File: config.mk
export PLATFORM = sky130hd
export DESIGN_NAME = mem_access_flat
export DESIGN_NICKNAME = d
export VERILOG_FILES = /design/src/rtl/mem_access_if.sv /design/src/rtl/mem_access.sv /design/src/flat_wrapper.sv
export SDC_FILE = /design/constraint.sdc
export NUM_CORES = 1
export LEC_CHECK = 0
export BUFFER_PORTS_ARGS = -buffer_cell sky130_fd_sc_hd__buf_4
export CAP_MARGIN = 10
export CORE_MARGIN = 2
export CORE_UTILIZATION = 55
export CTS_CLUSTER_DIAMETER = 150
export CTS_CLUSTER_SIZE = 8
export DETAILED_ROUTE_END_ITERATION = 12
export HOLD_SLACK_MARGIN = 0.03
export PLACE_DENSITY = 0.82
export SLEW_MARGIN = 40
export SYNTH_ARGS = -nofsm -noshare
export SYNTH_HDL_FRONTEND = slang
export SYNTH_SLANG_ARGS = --single-unit
File: constraint.sdc
create_clock -name clk -period 6.93 [get_ports clk]
set_clock_uncertainty 0.15 [all_clocks]
set_input_delay 0.693 -clock clk [delete_from_list [all_inputs] [get_ports clk]]
set_output_delay 0.693 -clock clk [all_outputs]
set_load 0.05 [all_outputs]
File: src/rtl/mem_access_if.sv
// Byte-wide memory bus between the mem_access stage and the data memory.
// The stage drives the request side (master); the memory answers (slave).
interface mem_access_if #(
    parameter int ADDR_WIDTH = 32
);
    logic                  mem_req;
    logic                  mem_we;
    logic [ADDR_WIDTH-1:0] mem_addr;
    logic [7:0]            mem_wdata;
    logic [7:0]            mem_rdata;
    logic                  mem_ack;

    modport master (
        output mem_req,
        output mem_we,
        output mem_addr,
        output mem_wdata,
        input  mem_rdata,
        input  mem_ack
    );

    modport slave (
        input  mem_req,
        input  mem_we,
        input  mem_addr,
        input  mem_wdata,
        output mem_rdata,
        output mem_ack
    );
endinterface

File: src/rtl/mem_access.sv
// Memory-access stage of the bf8b core. Moves load/store data one byte per
// handshake over a byte-wide bus, assembles loads little-endian and
// zero-extended, and hands writeback op/funct3/reg_addr/val with a one-cycle
// ready pulse. Optional feature macro: MEM_ALIGN_CHECK_EN (adds misaligned_o
// and turns misaligned 16/32-bit accesses into an immediate zero result).
module mem_access #(
    parameter int         XLEN           = 32,
    parameter int         ADDR_WIDTH     = 32,
    parameter int         REG_ADDR_WIDTH = 4,
    parameter logic [6:0] OP_LOAD        = 7'b0000011,
    parameter logic [6:0] OP_STORE       = 7'b0100011,
    parameter logic [1:0] MEM_ACC_8      = 2'b00,
    parameter logic [1:0] MEM_ACC_16     = 2'b01,
    parameter logic [1:0] MEM_ACC_32     = 2'b10
) (
    input  logic                      clk,
    input  logic                      rst,
    input  logic                      en_i,
    input  logic [6:0]                op_i,
    input  logic [2:0]                funct3_i,
    input  logic [REG_ADDR_WIDTH-1:0] reg_addr_i,
    input  logic [XLEN-1:0]           alu_result_i,
    input  logic [XLEN-1:0]           store_data_i,
    mem_access_if.master              mem_bus,
    output logic [6:0]                op_out_o,
    output logic [2:0]                funct3_out_o,
    output logic [REG_ADDR_WIDTH-1:0] reg_addr_out_o,
    output logic [XLEN-1:0]           val_o,
    output logic                      ready_o,
    output logic                      busy_o
`ifdef MEM_ALIGN_CHECK_EN
    ,
    output logic                      misaligned_o
`endif
);

    typedef enum logic [1:0] {
        ST_IDLE = 2'd0,
        ST_XFER = 2'd1,
        ST_DONE = 2'd2
    } state_t;

    // Index of the last byte of an access; size code 11 is treated as a word.
    function automatic logic [1:0] last_byte_idx(input logic [1:0] size);
        case (size)
            MEM_ACC_8:  last_byte_idx = 2'd0;
            MEM_ACC_16: last_byte_idx = 2'd1;
            MEM_ACC_32: last_byte_idx = 2'd3;
            default:    last_byte_idx = 2'd3;
        endcase
    endfunction

`ifdef MEM_ALIGN_CHECK_EN
    // Halfwords need an even address, words (and code 11) need a word address.
    function automatic logic is_misaligned(input logic [1:0] size, input logic [1:0] a);
        case (size)
            MEM_ACC_8:  is_misaligned = 1'b0;
            MEM_ACC_16: is_misaligned = a[0];
            MEM_ACC_32: is_misaligned = (a != 2'b00);
            default:    is_misaligned = (a != 2'b00);
        endcase
    endfunction

    logic misaligned_q, misaligned_d;
`endif

    state_t                    state_q, state_d;
    logic [6:0]                op_q, op_d;
    logic [2:0]                funct3_q, funct3_d;
    logic [REG_ADDR_WIDTH-1:0] reg_addr_q, reg_addr_d;
    logic [ADDR_WIDTH-1:0]     addr_q, addr_d;
    logic [XLEN-1:0]           sdata_q, sdata_d;
    logic [1:0]                byte_idx_q, byte_idx_d;
    logic [1:0]                last_idx_q, last_idx_d;
    logic [XLEN-1:0]           val_q, val_d;
    logic                      mem_req_q, mem_req_d;
    logic                      mem_we_q, mem_we_d;
    logic [ADDR_WIDTH-1:0]     mem_addr_q, mem_addr_d;
    logic [7:0]                mem_wdata_q, mem_wdata_d;
    logic                      ready_q, ready_d;
    logic                      busy_q, busy_d;
    logic                      is_mem_s;

    assign is_mem_s = (op_i == OP_LOAD) || (op_i == OP_STORE);

    // Next-state and next-output logic; all bus and writeback outputs are registered.
    always_comb begin
        state_d     = state_q;
        op_d        = op_q;
        funct3_d    = funct3_q;
        reg_addr_d  = reg_addr_q;
        addr_d      = addr_q;
        sdata_d     = sdata_q;
        byte_idx_d  = byte_idx_q;
        last_idx_d  = last_idx_q;
        val_d       = val_q;
        mem_req_d   = mem_req_q;
        mem_we_d    = mem_we_q;
        mem_addr_d  = mem_addr_q;
        mem_wdata_d = mem_wdata_q;
        ready_d     = 1'b0;
`ifdef MEM_ALIGN_CHECK_EN
        misaligned_d = misaligned_q;
`endif
        case (state_q)
            ST_IDLE: begin
                if (en_i) begin
                    op_d       = op_i;
                    funct3_d   = funct3_i;
                    reg_addr_d = reg_addr_i;
                    addr_d     = alu_result_i[ADDR_WIDTH-1:0];
                    sdata_d    = store_data_i;
                    byte_idx_d = 2'd0;
                    last_idx_d = last_byte_idx(funct3_i[1:0]);
`ifdef MEM_ALIGN_CHECK_EN
                    misaligned_d = 1'b0;
`endif
                    if (is_mem_s) begin
                        // Loads assemble into a cleared value; stores report zero.
                        val_d = '0;
`ifdef MEM_ALIGN_CHECK_EN
                        if (is_misaligned(funct3_i[1:0], alu_result_i[1:0])) begin
                            misaligned_d = 1'b1;
                            state_d      = ST_DONE;
                            ready_d      = 1'b1;
                        end else begin
                            mem_req_d   = 1'b1;
                            mem_we_d    = (op_i == OP_STORE);
                            mem_addr_d  = alu_result_i[ADDR_WIDTH-1:0];
                            mem_wdata_d = store_data_i[7:0];
                            state_d     = ST_XFER;
                        end
`else
                        mem_req_d   = 1'b1;
                        mem_we_d    = (op_i == OP_STORE);
                        mem_addr_d  = alu_result_i[ADDR_WIDTH-1:0];
                        mem_wdata_d = store_data_i[7:0];
                        state_d     = ST_XFER;
`endif
                    end else begin
                        val_d   = alu_result_i;
                        state_d = ST_DONE;
                        ready_d = 1'b1;
                    end
                end else begin
                    state_d = ST_IDLE;
                end
            end
            ST_XFER: begin
                if (mem_bus.mem_ack) begin
                    if (op_q == OP_LOAD) begin
                        val_d[{byte_idx_q, 3'b000} +: 8] = mem_bus.mem_rdata;
                    end else begin
                        val_d = val_q;
                    end
                    if (byte_idx_q == last_idx_q) begin
                        mem_req_d = 1'b0;
                        mem_we_d  = 1'b0;
                        state_d   = ST_DONE;
                        ready_d   = 1'b1;
                    end else begin
                        byte_idx_d  = byte_idx_q + 2'd1;
                        mem_addr_d  = addr_q + ADDR_WIDTH'(byte_idx_d);
                        mem_wdata_d = sdata_q[{byte_idx_d, 3'b000} +: 8];
                    end
                end else begin
                    // Waiting for the memory: every bus output holds.
                    state_d = ST_XFER;
                end
            end
            ST_DONE: begin
                state_d = ST_IDLE;
            end
            default: begin
                state_d   = ST_IDLE;
                mem_req_d = 1'b0;
                mem_we_d  = 1'b0;
            end
        endcase
        busy_d = (state_d != ST_IDLE);
    end

    // State and output registers with synchronous reset.
    always_ff @(posedge clk) begin
        if (rst) begin
            state_q     <= ST_IDLE;
            op_q        <= 7'd0;
            funct3_q    <= 3'd0;
            reg_addr_q  <= '0;
            addr_q      <= '0;
            sdata_q     <= '0;
            byte_idx_q  <= 2'd0;
            last_idx_q  <= 2'd0;
            val_q       <= '0;
            mem_req_q   <= 1'b0;
            mem_we_q    <= 1'b0;
            mem_addr_q  <= '0;
            mem_wdata_q <= 8'd0;
            ready_q     <= 1'b0;
            busy_q      <= 1'b0;
`ifdef MEM_ALIGN_CHECK_EN
            misaligned_q <= 1'b0;
`endif
        end else begin
            state_q     <= state_d;
            op_q        <= op_d;
            funct3_q    <= funct3_d;
            reg_addr_q  <= reg_addr_d;
            addr_q      <= addr_d;
            sdata_q     <= sdata_d;
            byte_idx_q  <= byte_idx_d;
            last_idx_q  <= last_idx_d;
            val_q       <= val_d;
            mem_req_q   <= mem_req_d;
            mem_we_q    <= mem_we_d;
            mem_addr_q  <= mem_addr_d;
            mem_wdata_q <= mem_wdata_d;
            ready_q     <= ready_d;
            busy_q      <= busy_d;
`ifdef MEM_ALIGN_CHECK_EN
            misaligned_q <= misaligned_d;
`endif
        end
    end

    assign mem_bus.mem_req   = mem_req_q;
    assign mem_bus.mem_we    = mem_we_q;
    assign mem_bus.mem_addr  = mem_addr_q;
    assign mem_bus.mem_wdata = mem_wdata_q;
    assign op_out_o          = op_q;
    assign funct3_out_o      = funct3_q;
    assign reg_addr_out_o    = reg_addr_q;
    assign val_o             = val_q;
    assign ready_o           = ready_q;
    assign busy_o            = busy_q;
`ifdef MEM_ALIGN_CHECK_EN
    assign misaligned_o      = misaligned_q;
`endif

endmodule

File: src/flat_wrapper.sv
// flat-port wrapper written by rule: the top's interface ports become plain ports
module mem_access_flat 
#(
    parameter int         XLEN           = 32,
    parameter int         ADDR_WIDTH     = 32,
    parameter int         REG_ADDR_WIDTH = 4,
    parameter logic [6:0] OP_LOAD        = 7'b0000011,
    parameter logic [6:0] OP_STORE       = 7'b0100011,
    parameter logic [1:0] MEM_ACC_8      = 2'b00,
    parameter logic [1:0] MEM_ACC_16     = 2'b01,
    parameter logic [1:0] MEM_ACC_32     = 2'b10
)
  (clk, rst, en_i, op_i, funct3_i, reg_addr_i, alu_result_i, store_data_i, op_out_o, funct3_out_o, reg_addr_out_o, val_o, ready_o, busy_o, mem_bus_mem_req, mem_bus_mem_we, mem_bus_mem_addr, mem_bus_mem_wdata, mem_bus_mem_rdata, mem_bus_mem_ack);
  mem_access_if #(.ADDR_WIDTH(ADDR_WIDTH)) mem_bus_i ();
  input  logic clk;
  input  logic rst;
  input  logic en_i;
  input  logic [6:0] op_i;
  input  logic [2:0] funct3_i;
  input  logic [REG_ADDR_WIDTH-1:0] reg_addr_i;
  input  logic [XLEN-1:0] alu_result_i;
  input  logic [XLEN-1:0] store_data_i;
  output logic [6:0] op_out_o;
  output logic [2:0] funct3_out_o;
  output logic [REG_ADDR_WIDTH-1:0] reg_addr_out_o;
  output logic [XLEN-1:0] val_o;
  output logic ready_o;
  output logic busy_o;
  output wire logic [$bits(mem_bus_i.mem_req)-1:0] mem_bus_mem_req;
  output wire logic [$bits(mem_bus_i.mem_we)-1:0] mem_bus_mem_we;
  output wire logic [$bits(mem_bus_i.mem_addr)-1:0] mem_bus_mem_addr;
  output wire logic [$bits(mem_bus_i.mem_wdata)-1:0] mem_bus_mem_wdata;
  input wire logic [$bits(mem_bus_i.mem_rdata)-1:0] mem_bus_mem_rdata;
  input wire logic [$bits(mem_bus_i.mem_ack)-1:0] mem_bus_mem_ack;
  assign mem_bus_mem_req = mem_bus_i.mem_req;
  assign mem_bus_mem_we = mem_bus_i.mem_we;
  assign mem_bus_mem_addr = mem_bus_i.mem_addr;
  assign mem_bus_mem_wdata = mem_bus_i.mem_wdata;
  assign mem_bus_i.mem_rdata = mem_bus_mem_rdata;
  assign mem_bus_i.mem_ack = mem_bus_mem_ack;
  mem_access #(.XLEN(XLEN), .ADDR_WIDTH(ADDR_WIDTH), .REG_ADDR_WIDTH(REG_ADDR_WIDTH), .OP_LOAD(OP_LOAD), .OP_STORE(OP_STORE), .MEM_ACC_8(MEM_ACC_8), .MEM_ACC_16(MEM_ACC_16), .MEM_ACC_32(MEM_ACC_32)) u_core (.clk(clk), .rst(rst), .en_i(en_i), .op_i(op_i), .funct3_i(funct3_i), .reg_addr_i(reg_addr_i), .alu_result_i(alu_result_i), .store_data_i(store_data_i), .mem_bus(mem_bus_i), .op_out_o(op_out_o), .funct3_out_o(funct3_out_o), .reg_addr_out_o(reg_addr_out_o), .val_o(val_o), .ready_o(ready_o), .busy_o(busy_o));
endmodule
==> impl_metrics.csv <==
group,metric,value,unit
power_and_ir_drop,seq_power_share,43.2,%
critical_path,crit_path_cell_trace,"inv_1, ha_1, fa_1, and4_1, nand3_1, or3_1, a31o_2, o21ai_0",
final_layout,antenna_cells,0,
cts,path_clk_slew,60,ps
global_routing,grt-ovfl-total,0,
hold_path,whs_endpoint,"u_core.funct3_out_o[2]",
detailed_routing,route.detailed.drc,0,
power_and_ir_drop,ir_drop,166,uV
detailed_routing,routed_wl,20900,um
sta,finalHoldViolCount,0,
synth,synthFlopType,"dfxtp_1",
floorplan,rows,41,
cts,worstSkewPairLatency,430,ps
cts,cts_setup_buffers,0,
final_layout,fin_nets,1106,
hold_path,hold_depth,2,
cts,htree_levels,4,
final_layout,layout_common_cells,"nand2_1 (207), buf_4 (182), dfxtp_1 (159)",
cts,cts_tree,"yes",
cts,root_buffer,"clkbuf_16",
synth,netlist_instances,869,
global_routing,antenna_found_initial,0,
sta,setup_viol,0,
critical_path,critical_path_arrival,4150,ps
critical_path,crit_fanout,17,
sta,fin_crit,3950,ps
final_layout,area_growth,29.4,%
power_and_ir_drop,powerDensity,252,mW/mm^2
synth,yosys_register_bits,160,
floorplan,start_util,56.5,%
synth,synth_edf_count,0,
synth,yosysWarnings,0,
detailed_routing,ant_nets,0,
cts,clockBufferDepth,2,
critical_path,crit_path_top_delay_cell,"ha_1",
critical_path,critPathLaunchType,"flip-flop",
synth,netlist_area,0.00713,mm^2
critical_path,slowest_delay,870,ps
floorplan,core,0.0126,mm^2
critical_path,reg2reg_depth,8,
status,outcome,"finished clean",
sta,slew_violations,0,
placed_design,port_buffers,179,
cts,cts.sinks,160,
sta,clock.fmax,253,MHz
floorplan,die_area,0.0139,mm^2
power_and_ir_drop,p_sw_share,26.0,%
synth,ys_seq_area_share,45.0,%
synth,netlist.area_leader.share,45.0,%
synth,synth_area_per_cell,8.20,um^2
sta,worstMarginPinSlew,837,ps
critical_path,r2r-end,"u_core.mem_bus.mem_addr[20]",
sta,rsz0062_at_grt,"false",
synth,syn-num-nets,966,
hold_path,min_path_type,"flip-flop to flip-flop",
global_routing,grt_pass1_vias,6510,
synth,synth_top_area_cell,"dfxtp_1",
placed_design,routabilityCongestion,0.837,
power_and_ir_drop,power.leakage,0.00371,uW
detailed_routing,first_pass_iters,5,
final_layout,finalInstanceArea,0.00922,mm^2
critical_path,critPathBufInv,1,
critical_path,cp.required,7130,ps
final_layout,drive_gt1_share,25.0,%
synth,post_synth_num_cell_types,51,
final_layout,layout_commonest_cell,"nand2_1",
cts,cts_resized,0,
run,cap_violations,0,
detailed_routing,vias,7026,
cts,ctsHoldBuffers,0,
power_and_ir_drop,p_switching,604,uW
detailed_routing,via_per_inst,5.88,
hold_path,min_from,"u_core.funct3_out_o[2]",
critical_path,critPathLaunch,"u_core.byte_idx_q[0]",
floorplan,die_y,118,um
detailed_routing,wl_per_cell,17.5,um
floorplan,die_w,118,um
power_and_ir_drop,p_clk_share,43.2,%
critical_path,end_kind,"flip-flop",
power_and_ir_drop,p_comb_share,13.6,%
synth,synth.area.top_cells,"dfxtp_1 (45%), nand2_1 (11%), a21oi_1 (7.3%)",
critical_path,reg2reg_slack,2980,ps
floorplan,ios,180,
global_routing,grt_pass1_wl,32900,um
global_routing,grt_max_degree,86,
sta,period_share,57.0,%
cts,cts_buffers,17,
critical_path,critical_path_class,"flip-flop to flip-flop",
placed_design,placed_area,0.00854,mm^2
critical_path,regToRegStartpoint,"u_core.byte_idx_q[0]",
power_and_ir_drop,power.internal,1720,uW
detailed_routing,drtIter0Drc,700,
sta,setup_tns,0,ps
critical_path,worst_path_dominant_cell_family,"adder cells",
placed_design,dpl.hpwl,14200,um
sta,relSlewSlack,43.7,%
synth,synthArstFlopShare,0,%
global_routing,grtUsageTotal,29.3,%
==> metrics by stage <==
stage	power (uW)	cells	util (%)	hold slack, ps	worst slack [ps]
6_report	2320	1194	73.1	304	2980
5_1_grt	2400	1194	73.1	321	2730
4_1_cts	2320	1194	72.8	305	2850
2_1_floorplan	1210	869	-	283	4130
3_5_place_dp	1330	1162	67.7	297	2860
3_3_place_gp	1330	1161	67.2	290	3010
==> tightest hold or removal path, cell delays in order, from the launching register on <==
cell	delay [ps]
dfxtp_1	310
nand2_1	50
a21oi_1	50
==> logic make-up after synthesis <==
kind of cell / after synthesis / share of synthesized area (%)
compound gates: 235 / 21.2
xor+xnor: 28 / 3.44
fa+ha+maj: 7 / 1.33
buf+inv: 72 / 4.09
flops: 160 / 45.0
mux: 8 / 2.53
simple gates: 359 / 22.5
==> synth_stat cells, drive strengths merged, types with 6 or more instances <==
cell type and instances:
ha 6, o21ai 13, dfxtp 160, nand2 207, xor2 10, a21oi 105, a22oi 33, inv 8
xnor2 18, a211oi 35, nor3 15, buf 17, nor2 75, a311oi 11, a31o 7, mux4 8
a211o 9, o22ai 10, and3 13, nand3 14, nand4 6, clkbuf 47, nor4 6
==> routing by layer <==
metal / part of all wire (%) / global-route usage, % / wire length [um]
met5: 0 / 0 / 0
met4: 3.8 / 13.3 / 791
met3: 9.1 / 7.51 / 1900
met2: 46 / 46.0 / 9660
met1: 41 / 37.9 / 8530
==> cell type report <==
| type | count | area (um^2) |
|---|---|---|
| Clock buffer | 22 | 484 |
| Inverter | 8 | 30.0 |
| Fill cell | 1003 | 3400 |
| Multi-Input combinational cell | 637 | 3720 |
| Sequential cell | 160 | 3200 |
| Clock inverter | 10 | 156 |
| Timing Repair Buffer | 185 | 1420 |
| Tap cell | 172 | 215 |
==> power by group through the flow <==
stage	logic (uW)	registers (uW)	clock network, uW
2_1_floorplan	120	1090	0
3_3_place_gp	308	1020	0
3_5_place_dp	312	1020	0
4_1_cts	314	1000	1000
5_1_grt	340	1010	1050
6_report	316	1000	1000
==> how the worst max path moves through the flow <==
stage                                        to  cells after the start
global placement    u_core.mem_bus.mem_addr[20]                      8
detailed placement  u_core.mem_bus.mem_addr[20]                      8
floorplan           u_core.mem_bus.mem_addr[13]                     10
finish              u_core.mem_bus.mem_addr[20]                      8
global route        u_core.mem_bus.mem_addr[20]                      8
CTS                 u_core.mem_bus.mem_addr[20]                      8
==> flip-flops by register name (all words and copies together) (netlist names) <==
| signal | cells |
|---|---|
| u_core.funct3_out_o | 3 |
| u_core.val_o | 32 |
| u_core.last_idx_q | 2 |
| u_core.mem_bus.mem_req | 1 |
| u_core.op_out_o | 7 |
| u_core.ready_o | 1 |
| u_core.byte_idx_q | 2 |
| u_core.mem_bus.mem_wdata | 8 |
| u_core.addr_q | 32 |
| u_core.reg_addr_out_o | 4 |
| u_core.sdata_q | 32 |
| u_core.mem_bus.mem_addr | 32 |
| u_core.state_q | 2 |
| u_core.busy_o | 1 |
| u_core.mem_bus.mem_we | 1 |
(Power assumes the default switching activity.)
